File: src/rtl/hssi_tc_mb_pkg.sv
// Shared constants for the HSSI traffic-controller mailbox bridge: CSR offsets,
// command encodings, status bit positions, FSM states and the abort pattern.
package hssi_tc_mb_pkg;

  localparam logic [3:0] OFFS_CMD    = 4'h0;
  localparam logic [3:0] OFFS_ADDR   = 4'h4;
  localparam logic [3:0] OFFS_RDDATA = 4'h8;
  localparam logic [3:0] OFFS_WRDATA = 4'hC;

  localparam logic [1:0] CMD_NOOP = 2'd0;
  localparam logic [1:0] CMD_RD   = 2'd1;
  localparam logic [1:0] CMD_WR   = 2'd2;

  localparam int ST_RD_PEND = 0;
  localparam int ST_WR_PEND = 1;
  localparam int ST_ACK     = 2;
  localparam int ST_BUSY    = 3;
  localparam int ST_TIMEOUT = 4;

  localparam logic [31:0] RDDATA_TMO = 32'hDEAD_BEEF;

  typedef enum logic [2:0] {
    S_IDLE    = 3'd0,
    S_WR_REQ  = 3'd1,
    S_RD_REQ  = 3'd2,
    S_RD_WAIT = 3'd3,
    S_DONE    = 3'd4
  } state_t;

endpackage

File: src/rtl/hssi_tc_mb_timer.sv
// Loadable transaction timeout counter; o_expire is high while the count sits
// at TIMEOUT_CYC-1, and the count holds there until reloaded.
module hssi_tc_mb_timer #(
  parameter int TIMEOUT_CYC = 1024
) (
  input  logic clk,
  input  logic rst,
  input  logic i_load,
  input  logic i_en,
  output logic o_expire
);

  localparam int CW = $clog2(TIMEOUT_CYC);
  localparam logic [CW-1:0] LAST = CW'(TIMEOUT_CYC - 1);

  logic [CW-1:0] r_cnt;

  always_ff @(posedge clk or posedge rst) begin
    if (rst) begin
      r_cnt <= '0;
    end else if (i_load) begin
      r_cnt <= '0;
    end else if (i_en && !o_expire) begin
      r_cnt <= r_cnt + CW'(1);
    end
  end

  assign o_expire = (r_cnt == LAST);

endmodule

File: src/rtl/hssi_tc_mailbox_bridge.sv
// Host mailbox (CMD/ADDRESS/RDDATA/WRDATA) that runs one Avalon-MM transaction
// per accepted command against the HSSI traffic-controller register space.
module hssi_tc_mailbox_bridge
  import hssi_tc_mb_pkg::*;
#(
  parameter int TC_AW       = 16,
  parameter int DW          = 32,
  parameter int TIMEOUT_CYC = 1024
) (
  input  logic             clk,
  input  logic             rst,
  input  logic             csr_wr,
  input  logic             csr_rd,
  input  logic [3:0]       csr_offs,
  input  logic [DW-1:0]    csr_wdata,
  output logic [DW-1:0]    csr_rdata,
  output logic             csr_rvalid,
  output logic [TC_AW-1:0] tc_addr,
  output logic             tc_write,
  output logic             tc_read,
  output logic [DW-1:0]    tc_writedata,
  input  logic             tc_waitrequest,
  input  logic [DW-1:0]    tc_readdata,
  input  logic             tc_readdatavalid
);

  state_t r_state;
  state_t w_state_nxt;

  logic [DW-1:0] r_address;
  logic [DW-1:0] r_wrdata;
  logic [DW-1:0] r_rddata;
  logic          r_rd_pend;
  logic          r_wr_pend;
  logic          r_ack;
  logic          r_timeout;
  logic [DW-1:0] r_csr_rdata;
  logic          r_csr_rvalid;

  logic          w_idle;
  logic          w_cmd_wr;
  logic          w_acc_rd;
  logic          w_acc_wr;
  logic          w_addr_wr;
  logic          w_wrdata_wr;
  logic          w_tc_read;
  logic          w_tc_write;
  logic          w_capture;
  logic          w_tmo_evt;
  logic          w_tmr_load;
  logic          w_tmr_en;
  logic          w_expire;
  logic [DW-1:0] w_status;
  logic [DW-1:0] w_rd_mux;

  assign w_idle      = (r_state == S_IDLE);
  assign w_cmd_wr    = csr_wr && (csr_offs == OFFS_CMD);
  assign w_acc_rd    = w_cmd_wr && w_idle && (csr_wdata[1:0] == CMD_RD);
  assign w_acc_wr    = w_cmd_wr && w_idle && (csr_wdata[1:0] == CMD_WR);
  assign w_addr_wr   = csr_wr && (csr_offs == OFFS_ADDR) && w_idle;
  assign w_wrdata_wr = csr_wr && (csr_offs == OFFS_WRDATA) && w_idle;

  hssi_tc_mb_timer #(
    .TIMEOUT_CYC (TIMEOUT_CYC)
  ) u_timer (
    .clk      (clk),
    .rst      (rst),
    .i_load   (w_tmr_load),
    .i_en     (w_tmr_en),
    .o_expire (w_expire)
  );

  always_ff @(posedge clk or posedge rst) begin
    if (rst) begin
      r_state <= S_IDLE;
    end else begin
      r_state <= w_state_nxt;
    end
  end

  // Completion is checked before expiry so a transfer finishing on the last
  // counted cycle is reported as a normal ack, not a timeout.
  always_comb begin
    w_state_nxt = r_state;
    w_tc_read   = 1'b0;
    w_tc_write  = 1'b0;
    w_capture   = 1'b0;
    w_tmo_evt   = 1'b0;
    w_tmr_load  = 1'b0;
    w_tmr_en    = 1'b0;
    case (r_state)
      S_IDLE: begin
        if (w_acc_rd) begin
          w_state_nxt = S_RD_REQ;
          w_tmr_load  = 1'b1;
        end else if (w_acc_wr) begin
          w_state_nxt = S_WR_REQ;
          w_tmr_load  = 1'b1;
        end
      end
      S_WR_REQ: begin
        w_tc_write = 1'b1;
        w_tmr_en   = 1'b1;
        if (!tc_waitrequest) begin
          w_state_nxt = S_DONE;
        end else if (w_expire) begin
          w_state_nxt = S_IDLE;
          w_tmo_evt   = 1'b1;
        end
      end
      S_RD_REQ: begin
        w_tc_read = 1'b1;
        w_tmr_en  = 1'b1;
        if (!tc_waitrequest && tc_readdatavalid) begin
          w_state_nxt = S_DONE;
          w_capture   = 1'b1;
        end else if (w_expire) begin
          w_state_nxt = S_IDLE;
          w_tmo_evt   = 1'b1;
        end else if (!tc_waitrequest) begin
          w_state_nxt = S_RD_WAIT;
        end
      end
      S_RD_WAIT: begin
        w_tmr_en = 1'b1;
        if (tc_readdatavalid) begin
          w_state_nxt = S_DONE;
          w_capture   = 1'b1;
        end else if (w_expire) begin
          w_state_nxt = S_IDLE;
          w_tmo_evt   = 1'b1;
        end
      end
      S_DONE: begin
        w_state_nxt = S_IDLE;
      end
      default: begin
        w_state_nxt = S_IDLE;
      end
    endcase
  end

  always_ff @(posedge clk or posedge rst) begin
    if (rst) begin
      r_address <= '0;
      r_wrdata  <= '0;
      r_rddata  <= '0;
      r_rd_pend <= 1'b0;
      r_wr_pend <= 1'b0;
      r_ack     <= 1'b0;
      r_timeout <= 1'b0;
    end else begin
      if (w_addr_wr) begin
        r_address <= csr_wdata;
      end
      if (w_wrdata_wr) begin
        r_wrdata <= csr_wdata;
      end
      if (w_capture) begin
        r_rddata <= tc_readdata;
      end else if (w_tmo_evt) begin
        r_rddata <= DW'(RDDATA_TMO);
      end
      if (w_acc_rd || w_acc_wr) begin
        r_rd_pend <= w_acc_rd;
        r_wr_pend <= w_acc_wr;
        r_ack     <= 1'b0;
        r_timeout <= 1'b0;
      end else if (r_state == S_DONE) begin
        r_rd_pend <= 1'b0;
        r_wr_pend <= 1'b0;
        r_ack     <= 1'b1;
      end else if (w_tmo_evt) begin
        r_rd_pend <= 1'b0;
        r_wr_pend <= 1'b0;
        r_ack     <= 1'b1;
        r_timeout <= 1'b1;
      end
    end
  end

  always_comb begin
    w_status             = '0;
    w_status[ST_RD_PEND] = r_rd_pend;
    w_status[ST_WR_PEND] = r_wr_pend;
    w_status[ST_ACK]     = r_ack;
    w_status[ST_BUSY]    = !w_idle;
    w_status[ST_TIMEOUT] = r_timeout;
  end

  always_comb begin
    w_rd_mux = '0;
    case (csr_offs)
      OFFS_CMD:    w_rd_mux = w_status;
      OFFS_ADDR:   w_rd_mux = r_address;
      OFFS_RDDATA: w_rd_mux = r_rddata;
      OFFS_WRDATA: w_rd_mux = r_wrdata;
      default:     w_rd_mux = '0;
    endcase
  end

  always_ff @(posedge clk or posedge rst) begin
    if (rst) begin
      r_csr_rdata  <= '0;
      r_csr_rvalid <= 1'b0;
    end else begin
      r_csr_rvalid <= csr_rd;
      r_csr_rdata  <= csr_rd ? w_rd_mux : '0;
    end
  end

  // Address/data are only presented while a request is on the bus.
  assign tc_read      = w_tc_read;
  assign tc_write     = w_tc_write;
  assign tc_addr      = (w_tc_read || w_tc_write) ? r_address[TC_AW-1:0] : '0;
  assign tc_writedata = w_tc_write ? r_wrdata : '0;
  assign csr_rdata    = r_csr_rdata;
  assign csr_rvalid   = r_csr_rvalid;

endmodule

File: config.mk
export PLATFORM = sky130hd
export DESIGN_NAME = hssi_tc_mailbox_bridge
export DESIGN_NICKNAME = d
export VERILOG_FILES = /design/src/rtl/hssi_tc_mb_pkg.sv /design/src/rtl/hssi_tc_mb_timer.sv /design/src/rtl/hssi_tc_mailbox_bridge.sv
export SDC_FILE = /design/constraint.sdc
export NUM_CORES = 1
export LEC_CHECK = 0
export CORE_MARGIN = 10
export CORE_UTILIZATION = 35
export CTS_BUF_LIST = sky130_fd_sc_hd__clkbuf_4
export DETAILED_ROUTE_END_ITERATION = 12
export MAX_ROUTING_LAYER = met4
export SLEW_MARGIN = 20
export SYNTH_ARGS = -nofsm -noshare
export SYNTH_HDL_FRONTEND = slang
export SYNTH_SLANG_ARGS = --single-unit
File: constraint.sdc
create_clock -name clk -period 6.4 [get_ports clk]
set_input_delay 1.6 -clock clk [delete_from_list [all_inputs] [get_ports clk]]
set_output_delay 1.6 -clock clk [all_outputs]
set_load 0.02 [all_outputs]
==> metrics, run 1 <==
Post-route DRC 0; area added between synthesis and finish 32.9%; Crit Path Max Fanout 18; Synth async-reset ratio 100%; Die ar. 0.0237 mm²; H-tree levels 4; most frequent cells in the layout clkdlybuf4s50_1 (156), dfrtp_1 (146), and2_1 (48); CTS tree built; Worst Setup End Kind primary output; # clock sinks 146; Yosys top cell area share 58.3%; clock period minus worst slack 4670 ps; Core ar. 0.0174 mm²; fmax 0.214 GHz; Hold Vio Cnt, Final 0; first-pass GRT wire length 30900 µm; total grt overflow 0; Bufs on Longest Clock Path 2; startpoint types flop; status finished, final reports clean; ys flop type dfrtp_1; RSZ-0062 raised after global routing false; Worst Max-Slew Pin Slew 1030 ps; post-synthesis sequential area ratio 58.3%; post-route ant nets 0; Ys Warns 0; P per Cell Area 335 mW/mm²; top cells by area, synth dfrtp_1 (58%), mux2_2 (6.3%), mux2_1 (4.8%), and2_1 (4.8%), a222oi_1 (4.3%); Post-Synthesis Cells 500; # resized after CTS 0; skew final 20.1 ps; Post-Syn Nets 575; distinct cell type count after synthesis 53; synthesized cell area 0.00627 mm²; total track usage 17.0%; Worst Hold Class flop to flop; Die Y 154 µm; Wirelength per Cell 22.1 µm; Nets 722; final slew viol count 0; Setup violations, final 0; number of port buffers 156; First-pass DRT Iterations 7; Fillers 1565; EDFF count, synth 0; WP data arrival 3070 ps; postcts setup bufs 0; Lkg Pwr 0.00347 µW; layout cell share with drive strength beyond 1 12.5%; num ports 157; Yosys reg bits 146; period utilization 73.0%; Horiz. Die Dim 154 µm; DR vias/cell 5.50; Final Power 2790 µW; VDD IR max 0.153 mV; initial DRC count 466; setup TNS 0 ps; routability cong. 0.831; Cell Rows 48; worst setup path category flop to primary output; Initial Util 36.0%; clock insertion delay at the later pin of the skew report 560 ps; largest net degree at the start of global routing 105; root buffer cell clkbuf_4; Clock transition at path regs 130 ps; MaxCap Viol Count 0; DP Wirelength 12800 µm; Hold-fix buffers, CTS 0; vias in the first global route 5276; most common cell after layout, fill and taps aside clkdlybuf4s50_1; total CTS buffers 17; WL final 19600 µm; Syn Area/Cell 12.5 µm²; initial antenna violation count 1; vias 4859; Data required, critical path 4800 ps; Rel. slew slack 31.1%; cell taking the most area after synthesis dfrtp_1
[stage by stage]
step	instances	utilization (%)	worst slack, ps	instance area [µm²]	hold WS [ps]
finish	884	47.9	1730	8340	505
global route	884	47.9	1530	8340	522
CTS	883	47.8	1690	8330	507
detailed placement	853	46.2	1780	8050	478
global placement	853	46.1	1850	8030	474
floorplan	500	-	877	6270	460
[per-layer routing]
layer  wire length, µm  global-route usage (%)  vias to the layer above  part of all wire, %
met5                 0                       -                        -                    0
met1              8920                    21.9                     2482                   46
met2              9180                    25.6                      177                   47
li1                  -                       -                     2179                    -
met4               249                    4.77                        0                  1.3
met3              1200                    4.94                       21                  6.1
[layout make-up]
type | instances | area, µm² | share of cell area, %
repair buffers | 163 | 1610 | 19.4
clock inverters | 11 | 140 | 1.68
diodes | 1 | 2.50 | 0.0300
well taps | 225 | 282 | 3.38
clock buffers | 19 | 143 | 1.71
inverters | 8 | 35.0 | 0.420
multi-input cells | 311 | 2470 | 29.6
flip-flops and latches | 146 | 3650 | 43.8
[power breakdown]
group | switching (µW) | internal, µW
registers | 231 | 1230
logic | 334 | 406
clock network | 327 | 272
[cell usage after synthesis (2+ instances only)]
cell,count
dfrtp_1,146
and2_1,48
mux2_2,35
nor2_1,34
a222oi_1,27
mux2_1,27
o22a_1,24
clkbuf_1,22
a21oi_1,12
a22oi_1,10
nand3_1,9
a22o_1,8
inv_1,8
buf_2,7
nand2_1,7
and3_1,6
o31ai_1,6
a311oi_1,5
nor3_1,5
buf_4,4
o21a_1,4
o21ai_0,4
or4_1,4
and4_1,2
nand2_2,2
nand4_1,2
nor2b_1,2
nor3b_1,2
o21bai_1,2
or3_1,2
xnor2_1,2
[path summary, 6_finish.rpt]
kind	start	to	slack (ps)	cells after the start
setup / recovery	r_state[0]$_DFFE_PP0P_	tc_writedata[4]	1730	4
hold / removal	r_rddata[30]$_DFFE_PP0P_	r_rddata[30]$_DFFE_PP0P_	500	1
setup reg to reg	r_state[1]$_DFFE_PP0P_	r_address[16]$_DFFE_PP0P_	3860	3
hold reg to reg	r_rddata[30]$_DFFE_PP0P_	r_rddata[30]$_DFFE_PP0P_	500	1
max in group asynchronous	rst	r_address[1]$_DFFE_PP0P_	3610	3
min in group asynchronous	rst	csr_rdata[6]$_DFF_PP0_	1590	2
[critical path: stages, from the launching register on]
cell and delay (ps):
dfrtp_1 600, nor3b_4 770, buf_4 370, and2_1 180, clkdlybuf4s50_1 610
[cell families after synthesis]
logic type	share of synthesized area (%)
flops	58.3
fa+ha+maj	0.200
simple gates	11.8
buf+inv	3.09
mux	11.3
xor+xnor	0.419
compound gates	14.9
[sequential cells by signal, indices dropped and copies added, names as in the netlist]
name and count:
r_address 32, r_wr_pend 1, r_wrdata 32, r_rddata 32
u_timer.r_cnt 10, r_rd_pend 1, r_timeout 1, r_state 3
csr_rdata 32, r_ack 1, csr_rvalid 1
No activity file was read; power rests on OpenSTA's default activity.
==> inputs of run 2 (changes only) <==
==> constraint.sdc (replaced) <==
create_clock -name clk -period 3.8 [get_ports clk]
set_input_delay 0.95 -clock clk [delete_from_list [all_inputs] [get_ports clk]]
set_output_delay 0.95 -clock clk [all_outputs]
set_load 0.02 [all_outputs]
==> run 2 against run 1 <==
- final cell count grew 1.4%
- flip-flop and latch count is the same
- critical path depth is the same
- combinational power grew 68%
- non-clock buffer count grew 9
- critical path type unchanged
==> metrics, run 2 (synthesis gave the netlist of run 1 again) <==
status finished, final reports clean; area added between synthesis and finish 34.5%; most frequent cells in the layout clkdlybuf4s50_1 (156), dfrtp_1 (146), and2_1 (48); root buffer cell clkbuf_4; initial antenna violation count 2; Hold-fix buffers, CTS 0; Worst path top cell family by delay buffers and inverters; Setup violations, final 0; period utilization 91.6%; total CTS buffers 17; most common cell after layout, fill and taps aside clkdlybuf4s50_1; Data required, critical path 2850 ps; # resized after CTS 0; DP Wirelength 13000 µm; Die ar. 0.0237 mm²; skew final 16.8 ps; Bufs on Longest Clock Path 2; Initial Util 36.0%; layout cell share with drive strength beyond 1 13.5%; Rel. slew slack 33.1%; CTS tree built; vias 4855; crit path cell chain nor3b_2 > buf_4 > and2_1 > clkdlybuf4s50_1; Die Y 154 µm; Hold Vio Cnt, Final 0; # clock sinks 146; clock insertion delay at the later pin of the skew report 560 ps; worst setup path category flop to primary output; DR vias/cell 5.42; total track usage 16.1%; initial DRC count 412; postcts setup bufs 0; r2r setup slk 1400 ps; fmax 0.287 GHz; Wirelength per Cell 21.3 µm; Critical Path Slowest Stage Cell dfrtp_1; Horiz. Die Dim 154 µm; Core ar. 0.0174 mm²; MaxCap Viol Count 0; Clock transition at path regs 110 ps; Bufs and invs on worst path 2; final slew viol count 0; Cell Rows 48; Crit path largest cell delay 620 ps; Lkg Pwr 0.00354 µW; WL final 19100 µm; largest net degree at the start of global routing 147; clock period minus worst slack 3480 ps; hold_ws 504 ps; post-route ant nets 0; WP data arrival 2530 ps; startpoint types flop; Worst Setup End Kind primary output; P per Cell Area 568 mW/mm²; Nets 731; Crit Path Max Fanout 18; vias in the first global route 5078; total grt overflow 0; First-pass DRT Iterations 6; Worst Max-Slew Pin Slew 1000 ps; first-pass GRT wire length 29400 µm; Final Cell Area 0.00843 mm²; number of port buffers 156; RSZ-0062 raised after global routing false; routability cong. 0.803; Post-DP Area 0.00811 mm²; VDD IR max 0.291 mV; Post-route DRC 0; Worst Hold Class flop to flop; H-tree levels 4; setup TNS 0 ps; num ports 157
-- run 2: final cells by class --
| type | instances | area (µm²) |
|---|---|---|
| diodes | 3 | 7.51 |
| clock buffers | 20 | 150 |
| clock inverters | 11 | 161 |
| fillers | 1593 | 8980 |
| inverters | 8 | 33.8 |
| multi-input cells | 311 | 2450 |
| flip-flops and latches | 146 | 3650 |
| well taps | 225 | 282 |
| repair buffers | 172 | 1690 |
-- run 2: power by group --
group          switching, µW  total (µW)  internal, µW
combinational            554        1240           690
sequential               391        2450          2060
clock                    552        1090           536
-- run 2: final timing paths --
kind / cells after the start / start / end
max reg2reg: 5 / r_state[1]$_DFFE_PP0P_ / r_rddata[16]$_DFFE_PP0P_
max: 4 / r_state[0]$_DFFE_PP0P_ / tc_writedata[17]
max in group asynchronous: 3 / rst / r_rddata[29]$_DFFE_PP0P_
min in group asynchronous: 3 / rst / csr_rdata[5]$_DFF_PP0_
min: 1 / r_rddata[3]$_DFFE_PP0P_ / r_rddata[3]$_DFFE_PP0P_
min reg2reg: 1 / r_rddata[3]$_DFFE_PP0P_ / r_rddata[3]$_DFFE_PP0P_
-- run 2: routing by layer --
| layer | vias up | routed length, µm | part of all wire (%) | GRT usage, % |
|---|---|---|---|---|
| met3 | 19 | 1190 | 6.2 | 4.46 |
| met4 | 0 | 255 | 1.3 | 4.63 |
| met2 | 177 | 9080 | 48 | 24.8 |
| li1 | 2192 | - | - | - |
| met1 | 2467 | 8580 | 45 | 20.5 |
| met5 | - | 0 | 0 | - |
-- run 2: stage by stage --
step                total power, µW  util [%]  instances  setup WS [ps]
finish                         4790      48.4        896            320
global route                   5060      48.4        895            150
CTS                            4820      48.4        893            266
detailed placement             3740      46.6        862            605
global placement               3670      46.6        862            643
floorplan                      3160         -        500           1020
==> inputs of run 3 (changes only) <==
--- a/config.mk
+++ b/config.mk
@@ -5,6 +5,7 @@
 export SDC_FILE = /design/constraint.sdc
 export NUM_CORES = 1
 export LEC_CHECK = 0
+export CAP_MARGIN = 20
 export CORE_MARGIN = 10
 export CORE_UTILIZATION = 35
 export CTS_BUF_LIST = sky130_fd_sc_hd__clkbuf_4
==> results of run 3 <==
No change in the layout: final DEF, timing and power equal those of run 2.
